[config.mk]
export PLATFORM = sky130hd
export DESIGN_NAME = keypad_matrix_scanner_flat
export DESIGN_NICKNAME = d
export VERILOG_FILES = /design/src/rtl/keypad_matrix_scanner_if.sv /design/src/rtl/keypad_matrix_scanner.sv /design/src/flat_wrapper.sv
export SDC_FILE = /design/constraint.sdc
export NUM_CORES = 1
export LEC_CHECK = 0
export BUFFER_PORTS_ARGS = -buffer_cell sky130_fd_sc_hd__buf_2
export CAP_MARGIN = 20
export CORE_MARGIN = 10
export CORE_UTILIZATION = 45
export CTS_BUF_LIST = sky130_fd_sc_hd__clkbuf_16
export DETAILED_ROUTE_END_ITERATION = 6
export GPL_ROUTABILITY_DRIVEN = 1
export PLACE_DENSITY = 0.61
export SETUP_SLACK_MARGIN = 0.2
export SYNTH_ARGS = -nofsm -noshare
export SYNTH_HDL_FRONTEND = slang
export SYNTH_SLANG_ARGS = --single-unit
[constraint.sdc]
create_clock -name CLK -period 9.81 [get_ports CLK]
set_input_delay 0 -clock CLK [delete_from_list [all_inputs] [get_ports CLK]]
set_output_delay 0 -clock CLK [all_outputs]
set_load 0.1 [all_outputs]
[src/rtl/keypad_matrix_scanner_if.sv]
// Signal bundle between the keypad scanner and the board: matrix rows and columns
// plus the debounced key event outputs consumed by the counter/display logic.
interface keypad_matrix_scanner_if;
    logic [3:0] ROW;
    logic [3:0] COL;
    logic [3:0] key_code;
    logic       key_valid;
    logic       key_held;

    modport master (
        input  ROW,
        output COL,
        output key_code,
        output key_valid,
        output key_held
    );

    modport slave (
        output ROW,
        input  COL,
        input  key_code,
        input  key_valid,
        input  key_held
    );
endinterface

[src/rtl/keypad_matrix_scanner.sv]
// 4x4 active-low keypad scanner: drives one column low at a time, decodes a whole
// frame of row samples and debounces the result into single press strobes.
module keypad_matrix_scanner #(
    parameter int SCAN_DIV   = 1000,
    parameter int DEB_FRAMES = 4
) (
    input  logic                    CLK,
    input  logic                    RST,
    keypad_matrix_scanner_if.master kp
);
    localparam int DIV_W = $clog2(SCAN_DIV);
    localparam int CNT_W = $clog2(DEB_FRAMES + 1);
    localparam logic [DIV_W-1:0] DIV_LAST = DIV_W'(SCAN_DIV - 1);
    localparam logic [CNT_W-1:0] DEB_MAX  = CNT_W'(DEB_FRAMES);

    logic [3:0]       rowMeta_q, rowS_q;
    logic [DIV_W-1:0] div_q, div_d;
    logic [1:0]       col_q, col_d;
    logic [1:0]       frameLow_q, frameLow_d;
    logic [3:0]       frameCode_q, frameCode_d;
    logic             candKey_q, candKey_d;
    logic [3:0]       candCode_q, candCode_d;
    logic [CNT_W-1:0] stable_q, stable_d;
    logic             frameDone_q, frameDone_d;
    logic [3:0]       keyCode_q, keyCode_d;
    logic             keyValid_q, keyValid_d;
    logic             keyHeld_q, keyHeld_d;

    logic             sampleEn, frameEnd, resKey, sameResult, stableFull;
    logic [3:0]       colLow, newCode;
    logic [2:0]       colCnt, lowTotal;
    logic [1:0]       colRow, newLow;

    always_comb begin
        sampleEn   = (div_q == DIV_LAST);
        frameEnd   = sampleEn && (col_q == 2'd3);
        colLow     = ~rowS_q;
        colCnt     = 3'(colLow[0]) + 3'(colLow[1]) + 3'(colLow[2]) + 3'(colLow[3]);
        colRow     = 2'd0;
        for (int i = 3; i >= 0; i--) begin
            if (colLow[i]) colRow = 2'(i);
        end
        // Low-bit tally saturates at 2: anything beyond one key is rejected as ghosting.
        lowTotal   = {1'b0, frameLow_q} + colCnt;
        newLow     = (lowTotal >= 3'd2) ? 2'd2 : lowTotal[1:0];
        newCode    = (frameLow_q == 2'd0) ? {colRow, col_q} : frameCode_q;
        resKey     = (newLow == 2'd1);
        sameResult = (resKey == candKey_q) && (!resKey || (newCode == candCode_q));
        stableFull = (stable_q == DEB_MAX);

        div_d       = sampleEn ? '0 : div_q + 1'b1;
        col_d       = sampleEn ? col_q + 2'd1 : col_q;
        frameLow_d  = frameLow_q;
        frameCode_d = frameCode_q;
        if (sampleEn) begin
            frameLow_d  = frameEnd ? 2'd0 : newLow;
            frameCode_d = frameEnd ? 4'd0 : newCode;
        end

        candKey_d   = candKey_q;
        candCode_d  = candCode_q;
        stable_d    = stable_q;
        frameDone_d = frameEnd;
        if (frameEnd) begin
            if (sameResult) begin
                stable_d = stableFull ? stable_q : stable_q + 1'b1;
            end else begin
                candKey_d  = resKey;
                candCode_d = resKey ? newCode : 4'd0;
                stable_d   = CNT_W'(1);
            end
        end

        // Decisions are taken one clock after the frame closes, on the updated count.
        keyCode_d  = keyCode_q;
        keyValid_d = 1'b0;
        keyHeld_d  = keyHeld_q;
        if (frameDone_q && stableFull) begin
            if (candKey_q && !keyHeld_q) begin
                keyCode_d  = candCode_q;
                keyValid_d = 1'b1;
                keyHeld_d  = 1'b1;
            end else if (!candKey_q && keyHeld_q) begin
                keyHeld_d  = 1'b0;
            end
        end
    end

    always_ff @(posedge CLK) begin
        if (RST) begin
            rowMeta_q   <= 4'b1111;
            rowS_q      <= 4'b1111;
            div_q       <= '0;
            col_q       <= 2'd0;
            frameLow_q  <= 2'd0;
            frameCode_q <= 4'd0;
            candKey_q   <= 1'b0;
            candCode_q  <= 4'd0;
            stable_q    <= '0;
            frameDone_q <= 1'b0;
            keyCode_q   <= 4'd0;
            keyValid_q  <= 1'b0;
            keyHeld_q   <= 1'b0;
        end else begin
            rowMeta_q   <= kp.ROW;
            rowS_q      <= rowMeta_q;
            div_q       <= div_d;
            col_q       <= col_d;
            frameLow_q  <= frameLow_d;
            frameCode_q <= frameCode_d;
            candKey_q   <= candKey_d;
            candCode_q  <= candCode_d;
            stable_q    <= stable_d;
            frameDone_q <= frameDone_d;
            keyCode_q   <= keyCode_d;
            keyValid_q  <= keyValid_d;
            keyHeld_q   <= keyHeld_d;
        end
    end

    assign kp.COL       = ~(4'b0001 << col_q);
    assign kp.key_code  = keyCode_q;
    assign kp.key_valid = keyValid_q;
    assign kp.key_held  = keyHeld_q;
endmodule
[src/flat_wrapper.sv]
// flat-port wrapper written by rule: the top's interface ports become plain ports
module keypad_matrix_scanner_flat 
#(
    parameter int SCAN_DIV   = 1000,
    parameter int DEB_FRAMES = 4
)
  (CLK, RST, kp_ROW, kp_COL, kp_key_code, kp_key_valid, kp_key_held);
  keypad_matrix_scanner_if kp_i ();
  input  logic CLK;
  input  logic RST;
  input wire logic [$bits(kp_i.ROW)-1:0] kp_ROW;
  output wire logic [$bits(kp_i.COL)-1:0] kp_COL;
  output wire logic [$bits(kp_i.key_code)-1:0] kp_key_code;
  output wire logic [$bits(kp_i.key_valid)-1:0] kp_key_valid;
  output wire logic [$bits(kp_i.key_held)-1:0] kp_key_held;
  assign kp_i.ROW = kp_ROW;
  assign kp_COL = kp_i.COL;
  assign kp_key_code = kp_i.key_code;
  assign kp_key_valid = kp_i.key_valid;
  assign kp_key_held = kp_i.key_held;
  keypad_matrix_scanner #(.SCAN_DIV(SCAN_DIV), .DEB_FRAMES(DEB_FRAMES)) u_core (.CLK(CLK), .RST(RST), .kp(kp_i));
endmodule
* Yosys cells after proc, flatten, opt, wreduce, memory -nomap -nowiden *
Index checks and enable logic that the tools add are counted.

storage, ports and cells
  register bits = 41
  bits of input ports = 6
  output and inout bits = 10
  word-level logic and storage cells = 64

cells by class
  add/sub/neg operators = 7
  order comparisons = 1
  eq/ne operators = 7
  shift operators = 1
  multiplexer cells = 14
  bitwise gates (word level) = 4
  reductions and logical operators = 17

operators with widths
  kind                                                                                 number
  2-bit two-way mux                                                                    6
  4-bit two-way mux                                                                    3
  10-bit by 1-bit adder with 10-bit output, second input constant                      1
  10-bit == test, second input constant                                                1
  4-bit inverter                                                                       2
  2-bit AND reduction                                                                  4
  3-bit by 1-bit adder with 3-bit output                                               2
  3-bit two-way mux                                                                    2
  1-bit logical AND                                                                    5
  4-bit == test                                                                        1
  2-bit OR reduction                                                                   2
  1-bit by 2-bit << shifter with 4-bit output, first input constant                    1
  2-bit by 3-bit adder with 3-bit output                                               1
  3-bit by 1-bit adder with 3-bit output, second input constant                        1
  3-bit == test, second input constant                                                 1
  3-bit by 2-bit greater-or-equal comparator with 1-bit output, second input constant  1
  1-bit zero test                                                                      3
  1-bit two-way mux                                                                    3
  1-bit by 1-bit adder with 2-bit output                                               1
  2-bit by 1-bit adder with 2-bit output, second input constant                        1
  2-bit by 1-bit == test with 1-bit output, second input constant                      1
  2-bit == test, second input constant                                                 1
  2-bit zero test                                                                      1
  2-bit != test, second input constant                                                 1
  other kinds (4)                                                                      5

* Depth between registers and ports, before layout *
Gate-level depths: netlist (run 1).

  word-level depth = 13
  gate-level depth with buffers = 12
  mapped depth without buffers = 12

* Least setup slack after synthesis (run 1) *
No wires, ideal clock.

  path kind = register to register
  start = register u_core.rowS_q[0]
  end = register u_core.candCode_q[0]
  setup time = 121 ps
  arrival = 3003 ps
  data required time = 9689 ps
  setup slack = 6686 ps
  stages on the path, launching flop included = 13
  buffers on the path = 0
  clock period less this slack = 3124 ps
  cells stage by stage = dfxtp_1 inv_1 ha_1 fa_1 ha_1 inv_1 fa_1 xor2_1 and3_1 o311ai_2 nor4_2 a211o_4 mux2_4

on the way
  word-level cells in the longest chain between the ends = 13
  elaborated cells on any way between the ends = 18
  classes of those cells = 4 x add/sub; 1 x order compare; 3 x eq/ne; 4 x mux; 2 x bitwise; 4 x reduce/logical

RTL lines
  item                                                          line                          source
  start, declared                                               keypad_matrix_scanner.sv:16   logic [3:0] rowMeta_q, rowS_q;
  start signal, assigned                                        keypad_matrix_scanner.sv:106  rowS_q <= rowMeta_q;
  4-bit inverter *                                              keypad_matrix_scanner.sv:37   colLow = ~rowS_q;
  1-bit by 1-bit adder with 2-bit output                        keypad_matrix_scanner.sv:38   colCnt = 3'(colLow[0]) + 3'(colLow[1]) + 3'(colLow[2]) + 3'(colLow[3]);
  3-bit by 1-bit adder with 3-bit output (2 in series)          keypad_matrix_scanner.sv:38
  2-bit by 3-bit adder with 3-bit output                        keypad_matrix_scanner.sv:44   lowTotal = {1'b0, frameLow_q} + colCnt;
  3-bit by 2-bit greater-or-equal comparator with 1-bit output  keypad_matrix_scanner.sv:45   newLow = (lowTotal >= 3'd2) ? 2'd2 : lowTotal[1:0];
  2-bit two-way mux                                             keypad_matrix_scanner.sv:45
  2-bit by 1-bit == test with 1-bit output                      keypad_matrix_scanner.sv:47   resKey = (newLow == 2'd1);
  1-bit zero test                                               keypad_matrix_scanner.sv:48   sameResult = (resKey == candKey_q) && (!resKey || (newCode == candCode_q));
  1-bit logical OR                                              keypad_matrix_scanner.sv:48
  1-bit logical AND                                             keypad_matrix_scanner.sv:48
  1-bit inverter (no source line)                               -
  2-bit AND reduction (no source line)                          -
  end signal, assigned                                          keypad_matrix_scanner.sv:112  candCode_q <= candCode_d;
  end, declared                                                 keypad_matrix_scanner.sv:22   logic [3:0] candCode_q, candCode_d;

Every way passes the cells marked *; elsewhere a longest branch is shown, timed or not.
A chain may end at the register's enable or synchronous reset.

* Worst setup path after layout (run 1) *
  start = register u_core.rowS_q[1]
  end = register u_core.candCode_q[3]

Same word-level chain as after synthesis.

==> qor.txt, run 1 <==
first-pass GRT wire length -> 6.51 mm
Hold Path Class -> in2reg
RSZ-0062 raised after global routing -> no
Synth Instances -> 218
syn_nets -> 237
Max clock buf depth -> 2
Fillers -> 409
CP max-delay cell -> fa_1
WP data arrival -> 3.53 ns
Worst slew margin -> 0.573
synth warn -> 0
Post-CTS Setup Bufs -> 0
WS Path Type -> reg2reg
synthesized area per cell -> 9.20 um^2
Routed WL -> 3.75 mm
Critical Path Start Type -> flop
Ports -> 16
Inserted Clock Buffers -> 5
CTS Hold Buffers Added -> 4
period utilization -> 0.343
Final TNS setup -> 0 ns
fin. max-slew vios -> 0
first drt pass iteration count -> 4
Post-layout nets -> 255
ranking of synthesized cells by area -> dfxtp_1, ha_1, nor2_1
skew final -> 0.00465 ns
synthesized cell area -> 0.00201 mm^2
Max Freq -> 0.297 GHz
Antenna Cells -> 0
CP max FO -> 7
Max Cap Violations -> 0
DP HPWL -> 2.63 mm
layout cells sized above 1 -> 0.194
Root Driver -> clkbuf_16
commonest cells in the netlist -> dfxtp_1, nor2_1, inv_1, a21oi_1, ha_1
min Tclk post-route -> 3.36 ns
die height -> 86.8 um
CP max stage delay -> 0.50 ns
count of input and output buffers -> 15
Pleak -> 0.960 nW
Core Util, Final -> 0.529
post-CTS sizing -> 0
FF+latch count, synth -> 41
CTS tree -> done
Final Hold Violating Endpoints -> 0
Main synth FF type -> dfxtp_1
VDD IR-drop max -> 103 uV
WL per Instance -> 13.0 um
initial antenna violation count -> 0
die area -> 0.00753 mm^2
top-area cell type share of the netlist area -> 0.409
Core ar. -> 0.00432 mm^2
DRC -> 0
run status -> complete, no violations
Multi-input gate area -> 0.00108 mm^2
Worst-Margin Slew -> 0.641 ns
global placer's final weighted congestion -> 0.812
Setup crit end kind -> flop
number of global-route vias before repair -> 1431
Critical Path RT -> 9.98 ns
count leader, synth -> dfxtp_1
DR vias -> 1469
final setup fails -> 0
worst-path cell chain -> inv_1, ha_1, fa_1, ha_1, inv_1, fa_1, xor2_1, and3_1, o311ai_2, nor4_2, a211o_4, mux2_4
Synth cell types -> 40
die width -> 86.8 um
number of vias per cell -> 5.08
grt ovf -> 0
clock-pin slew on the worst setup and hold paths -> 0.06 ns
register area -> 821 um^2
Layout area overhead -> 14.0%
Cell Rows -> 24
GRT Total Usage -> 0.105
power density over cell area -> 148 mW/mm^2
largest net degree at the start of global routing -> 38
number of enable flip-flop cells after synthesis -> 0
register area share after synthesis -> 0.409
clk sinks -> 41
asr flop ratio synth -> 0
cell taking the most area after synthesis -> dfxtp_1
worst skew pair latency -> 0.28 ns
initial core utilization -> 0.464
number of routed nets with antenna violations -> 0
H-Tree Depth -> 2
DR iter-0 viols -> 71
## cell usage in the layout (no fill, tap or decap), drive strengths merged, types with 2 or more instances in the layout
cell type    synthesis  routed
nand3                7       7
xor2                 4       4
a21oi               12      12
mux2i                8       8
nand2                8       8
nor2                32      32
clkbuf               7       5
nor3b                4       4
buf                  1      15
and3                 8       8
fa                   2       2
a211oi               5       5
xnor2                8       8
nor4                 2       2
a211o                4       4
clkinv               0       2
mux2                 4       4
or2                 10      10
nor2b                3       3
inv                 18      19
dlygate4sd3          0       4
dfxtp               41      41
ha                  11      11
nor3                 8       8
nand4                3       3
## kinds of logic after synthesis
logic type | share of synthesized area
AND/OR/NAND/NOR | 0.237
flip-flops | 0.409
buffers and inverters | 0.0524
AO/OA/AOI/OAI | 0.0905
adder cells (fa/ha/maj) | 0.0886
XOR/XNOR | 0.0524
multiplexers | 0.0699
## power breakdown
part	switching [mW]	internal [mW]	leakage [nW]
clock	0.0607	0.0922	0.0748
sequential	0.00173	0.169	0.333
combinational	0.00896	0.00664	0.553
## state kept, by name, indices dropped and copies added (netlist names)
register             cells
u_core.kp.key_held       1
u_core.frameCode_q       4
u_core.kp.key_code       4
u_core.rowMeta_q         4
u_core.candKey_q         1
u_core.kp.key_valid      1
u_core.frameLow_q        2
u_core.frameDone_q       1
u_core.rowS_q            4
u_core.stable_q          3
u_core.col_q             2
u_core.candCode_q        4
u_core.div_q            10
## area by class of cell
type | count | area share
multi-input combinational | 151 | 0.472
inverter | 18 | 0.0295
clock buffer | 5 | 0.0547
clock inverter | 3 | 0.00602
tap | 52 | 0.0284
sequential | 41 | 0.359
timing repair buffer | 19 | 0.0503
## routing by layer
layer	routed length, um	GRT usage
met5	0	0
met4	49	0.0457
met3	210	0.0469
met2	1520	0.152
met1	1980	0.132
## worst max-delay path, delay by kind of cell (launching register included)
family / cells / cell delay, ns
AOI/OAI and AO/OA: 2 / 0.33
DFF: 1 / 0.38
muxes: 1 / 0.30
adders and majority gates: 4 / 1.30
xor gates and xnor gates: 1 / 0.24
buffers and inverters: 2 / 0.12
and+or+nand+nor: 2 / 0.59
## stage by stage
step	cells	total power [mW]	hold WS, ns	instance area, um^2	worst slack [ns]
floorplan	218	0.185	0.104	2010	6.69
global placement	277	0.188	0.182	2110	6.59
detailed placement	277	0.189	0.185	2110	6.50
CTS	289	0.344	0.223	2290	6.49
global route	289	0.352	0.256	2290	6.28
finish	289	0.339	0.229	2290	6.45
## path summary, 6_finish.rpt
kind                                          start                   end  slack (ns)  cells after the start
worst max-delay path               u_core.rowS_q[1]  u_core.candCode_q[3]        6.45                     12
worst min register to register  u_core.rowMeta_q[3]      u_core.rowS_q[3]        0.41                      1
worst min-delay path                            RST    u_core.kp.key_held        0.23                      2
worst max register to register     u_core.rowS_q[1]  u_core.candCode_q[3]        6.45                     12
Note: power is estimated with default switching activity, not from simulation.
==> run 2: changes to the inputs <==
==> constraint.sdc (replaced) <==
create_clock -name CLK -period 3.1 [get_ports CLK]
set_input_delay 0 -clock CLK [delete_from_list [all_inputs] [get_ports CLK]]
set_output_delay 0 -clock CLK [all_outputs]
set_load 0.1 [all_outputs]
==> qor.txt, run 2 (synthesis results as in run 1) <==
largest net degree at the start of global routing -> 38 (unchanged)
Final Hold Violating Endpoints -> 0 (unchanged)
VDD IR-drop max -> 382 uV (was 103 uV)
Antenna Cells -> 0 (unchanged)
total power -> 1.26 mW (was 339 uW)
H-Tree Depth -> 2 (unchanged)
Ports -> 16 (unchanged)
Max Cap Violations -> 0 (unchanged)
DR iter-0 viols -> 103 (was 71)
clock-pin slew on the worst setup and hold paths -> 0.06 ns (about the same)
Setup crit end kind -> flop (unchanged)
Largest Register -> u_core.div_q (unchanged)
min Tclk post-route -> 2.99 ns (was 3.36 ns)
initial core utilization -> 0.464 (unchanged)
period utilization -> 0.965 (was 0.343)
WS Path Type -> reg2reg (unchanged)
Layout area overhead -> 23.1% (was 14.0%)
die width -> 86.8 um (unchanged)
max FFs per register -> 10 (unchanged)
Worst-Margin Slew -> 0.627 ns (was 0.641 ns)
Hold Path Class -> in2reg (unchanged)
DRC -> 0 (unchanged)
first drt pass iteration count -> 4 (unchanged)
Pleak -> 1.02 nW (was 0.960 nW)
GRT Total Usage -> 0.116 (was 0.105)
grt ovf -> 0 (unchanged)
Critical Path Start Type -> flop (unchanged)
final setup fails -> 0 (unchanged)
fin. max-slew vios -> 0 (unchanged)
most common cell after layout, fill and taps aside -> dfxtp_1 (unchanged)
Final Instance Count excl. Fillers -> 299 (was 289)
run status -> complete, no violations (unchanged)
placed instance area -> 0.00212 mm^2 (was 0.00211 mm^2)
CP max FO -> 5 (was 7)
Final TNS setup -> 0 ns (unchanged)
RSZ-0062 raised after global routing -> yes (was no)
clk sinks -> 41 (unchanged)
cell count after placement -> 278 (was 277)
WP data arrival -> 3.16 ns (was 3.53 ns)
initial antenna violation count -> 0 (unchanged)
die area -> 0.00753 mm^2 (unchanged)
most frequent cells in the layout -> dfxtp_1, nor2_1, inv_1, buf_2, a21oi_1 (was dfxtp_1, nor2_1, inv_1)
fin area -> 0.00247 mm^2 (was 0.00229 mm^2)
Cell Rows -> 24 (unchanged)
WL per Instance -> 13.5 um (was 13.0 um)
Root Driver -> clkbuf_16 (unchanged)
count of input and output buffers -> 15 (unchanged)
pre-CTS setup slack -> 0.0265 ns (was 6.50 ns)
global placer's final weighted congestion -> 0.817 (was 0.812)
CTS tree -> done (unchanged)
number of vias per cell -> 5.11 (was 5.08)
Max clock buf depth -> 2 (unchanged)
Worst slew margin -> 0.582 (was 0.573)
tightest hold margin -> 0.224 ns (was 0.229 ns)
skew final -> 0.00227 ns (was 0.00465 ns)
Critical Path RT -> 3.27 ns (was 9.98 ns)
DP HPWL -> 2.61 mm (was 2.63 mm)
number of global-route vias before repair -> 1493 (was 1431)
Core ar. -> 0.00432 mm^2 (unchanged)
Max Freq -> 0.334 GHz (was 0.297 GHz)
die height -> 86.8 um (unchanged)
Post-layout nets -> 265 (was 255)
layout cells sized above 1 -> 0.275 (was 0.194)
first-pass GRT wire length -> 6.97 mm (was 6.51 mm)
power density over cell area -> 512 mW/mm^2 (was 148 mW/mm^2)
Fillers -> 395 (was 409)
number of routed nets with antenna violations -> 0 (unchanged)
Routed WL -> 4.05 mm (was 3.75 mm)
Core Util, Final -> 0.571 (was 0.529)
worst skew pair latency -> 0.28 ns (about the same)
Final WS setup -> 0.107 ns (was 6.45 ns)
Inserted Clock Buffers -> 5 (unchanged)
DR vias -> 1529 (was 1469)
## run 2: cell types whose count changed in the layout (fill, tap and decap cells not counted), sizes merged
cell,change
clkinv,-1
buf,+10
bufinv,+2
inv,-1
## run 2: where the power goes
group / switching [mW] / internal, mW / leakage (nW)
clock: 0.199 / 0.459 / 0.0938
sequential: 0.00548 / 0.535 / 0.332
combinational: 0.0340 / 0.0322 / 0.596
total: 0.238 / 1.03 / 1.02
## run 2: path summary, 6_finish.rpt
path,start,to,slack [ns],depth (start not counted)
max,u_core.rowS_q[1],u_core.candCode_q[3],0.11,11
min,RST,u_core.kp.key_code[1],0.22,2
max reg2reg,u_core.rowS_q[1],u_core.candCode_q[3],0.11,11
min reg2reg,u_core.rowMeta_q[3],u_core.rowS_q[3],0.41,1
## run 2: repair_timing
action	CTS	global route
setup endpoints to repair	7	7
hold buffers	4	0
pin swaps	3	6
buffers inserted	6	3
hold endpoints to repair	4	0
gates resized for setup	5	6
## run 2: area by class of cell
type,count,area (um^2),share of cell area
Sequential cell,41,823,0.334
Timing Repair Buffer,29,190,0.0770
Clock buffer,5,125,0.0507
Clock inverter,3,65.1,0.0264
Multi-Input combinational cell,151,1130,0.459
Inverter,18,67.6,0.0274
Tap cell,52,65.1,0.0264
## run 2: per-layer routing
| metal | vias to the layer above | track usage | part of all wire |
|---|---|---|---|
| met3 | 4 | 0.0403 | 0.039 |
| met5 | - | 0 | 0 |
| met1 | 711 | 0.151 | 0.51 |
| met2 | 27 | 0.168 | 0.43 |
| met4 | 0 | 0.0530 | 0.016 |
| li1 | 787 | - | - |
## run 2: worst max-delay path, stage by stage, from the launching register on
cell and delay [ns]:
dfxtp_2 0.33, inv_2 0.04, ha_4 0.23, fa_1 0.51
ha_2 0.18, inv_2 0.04, fa_2 0.56, and3_4 0.20
o311ai_4 0.11, nor4_4 0.19, a211o_4 0.18, mux2_4 0.29
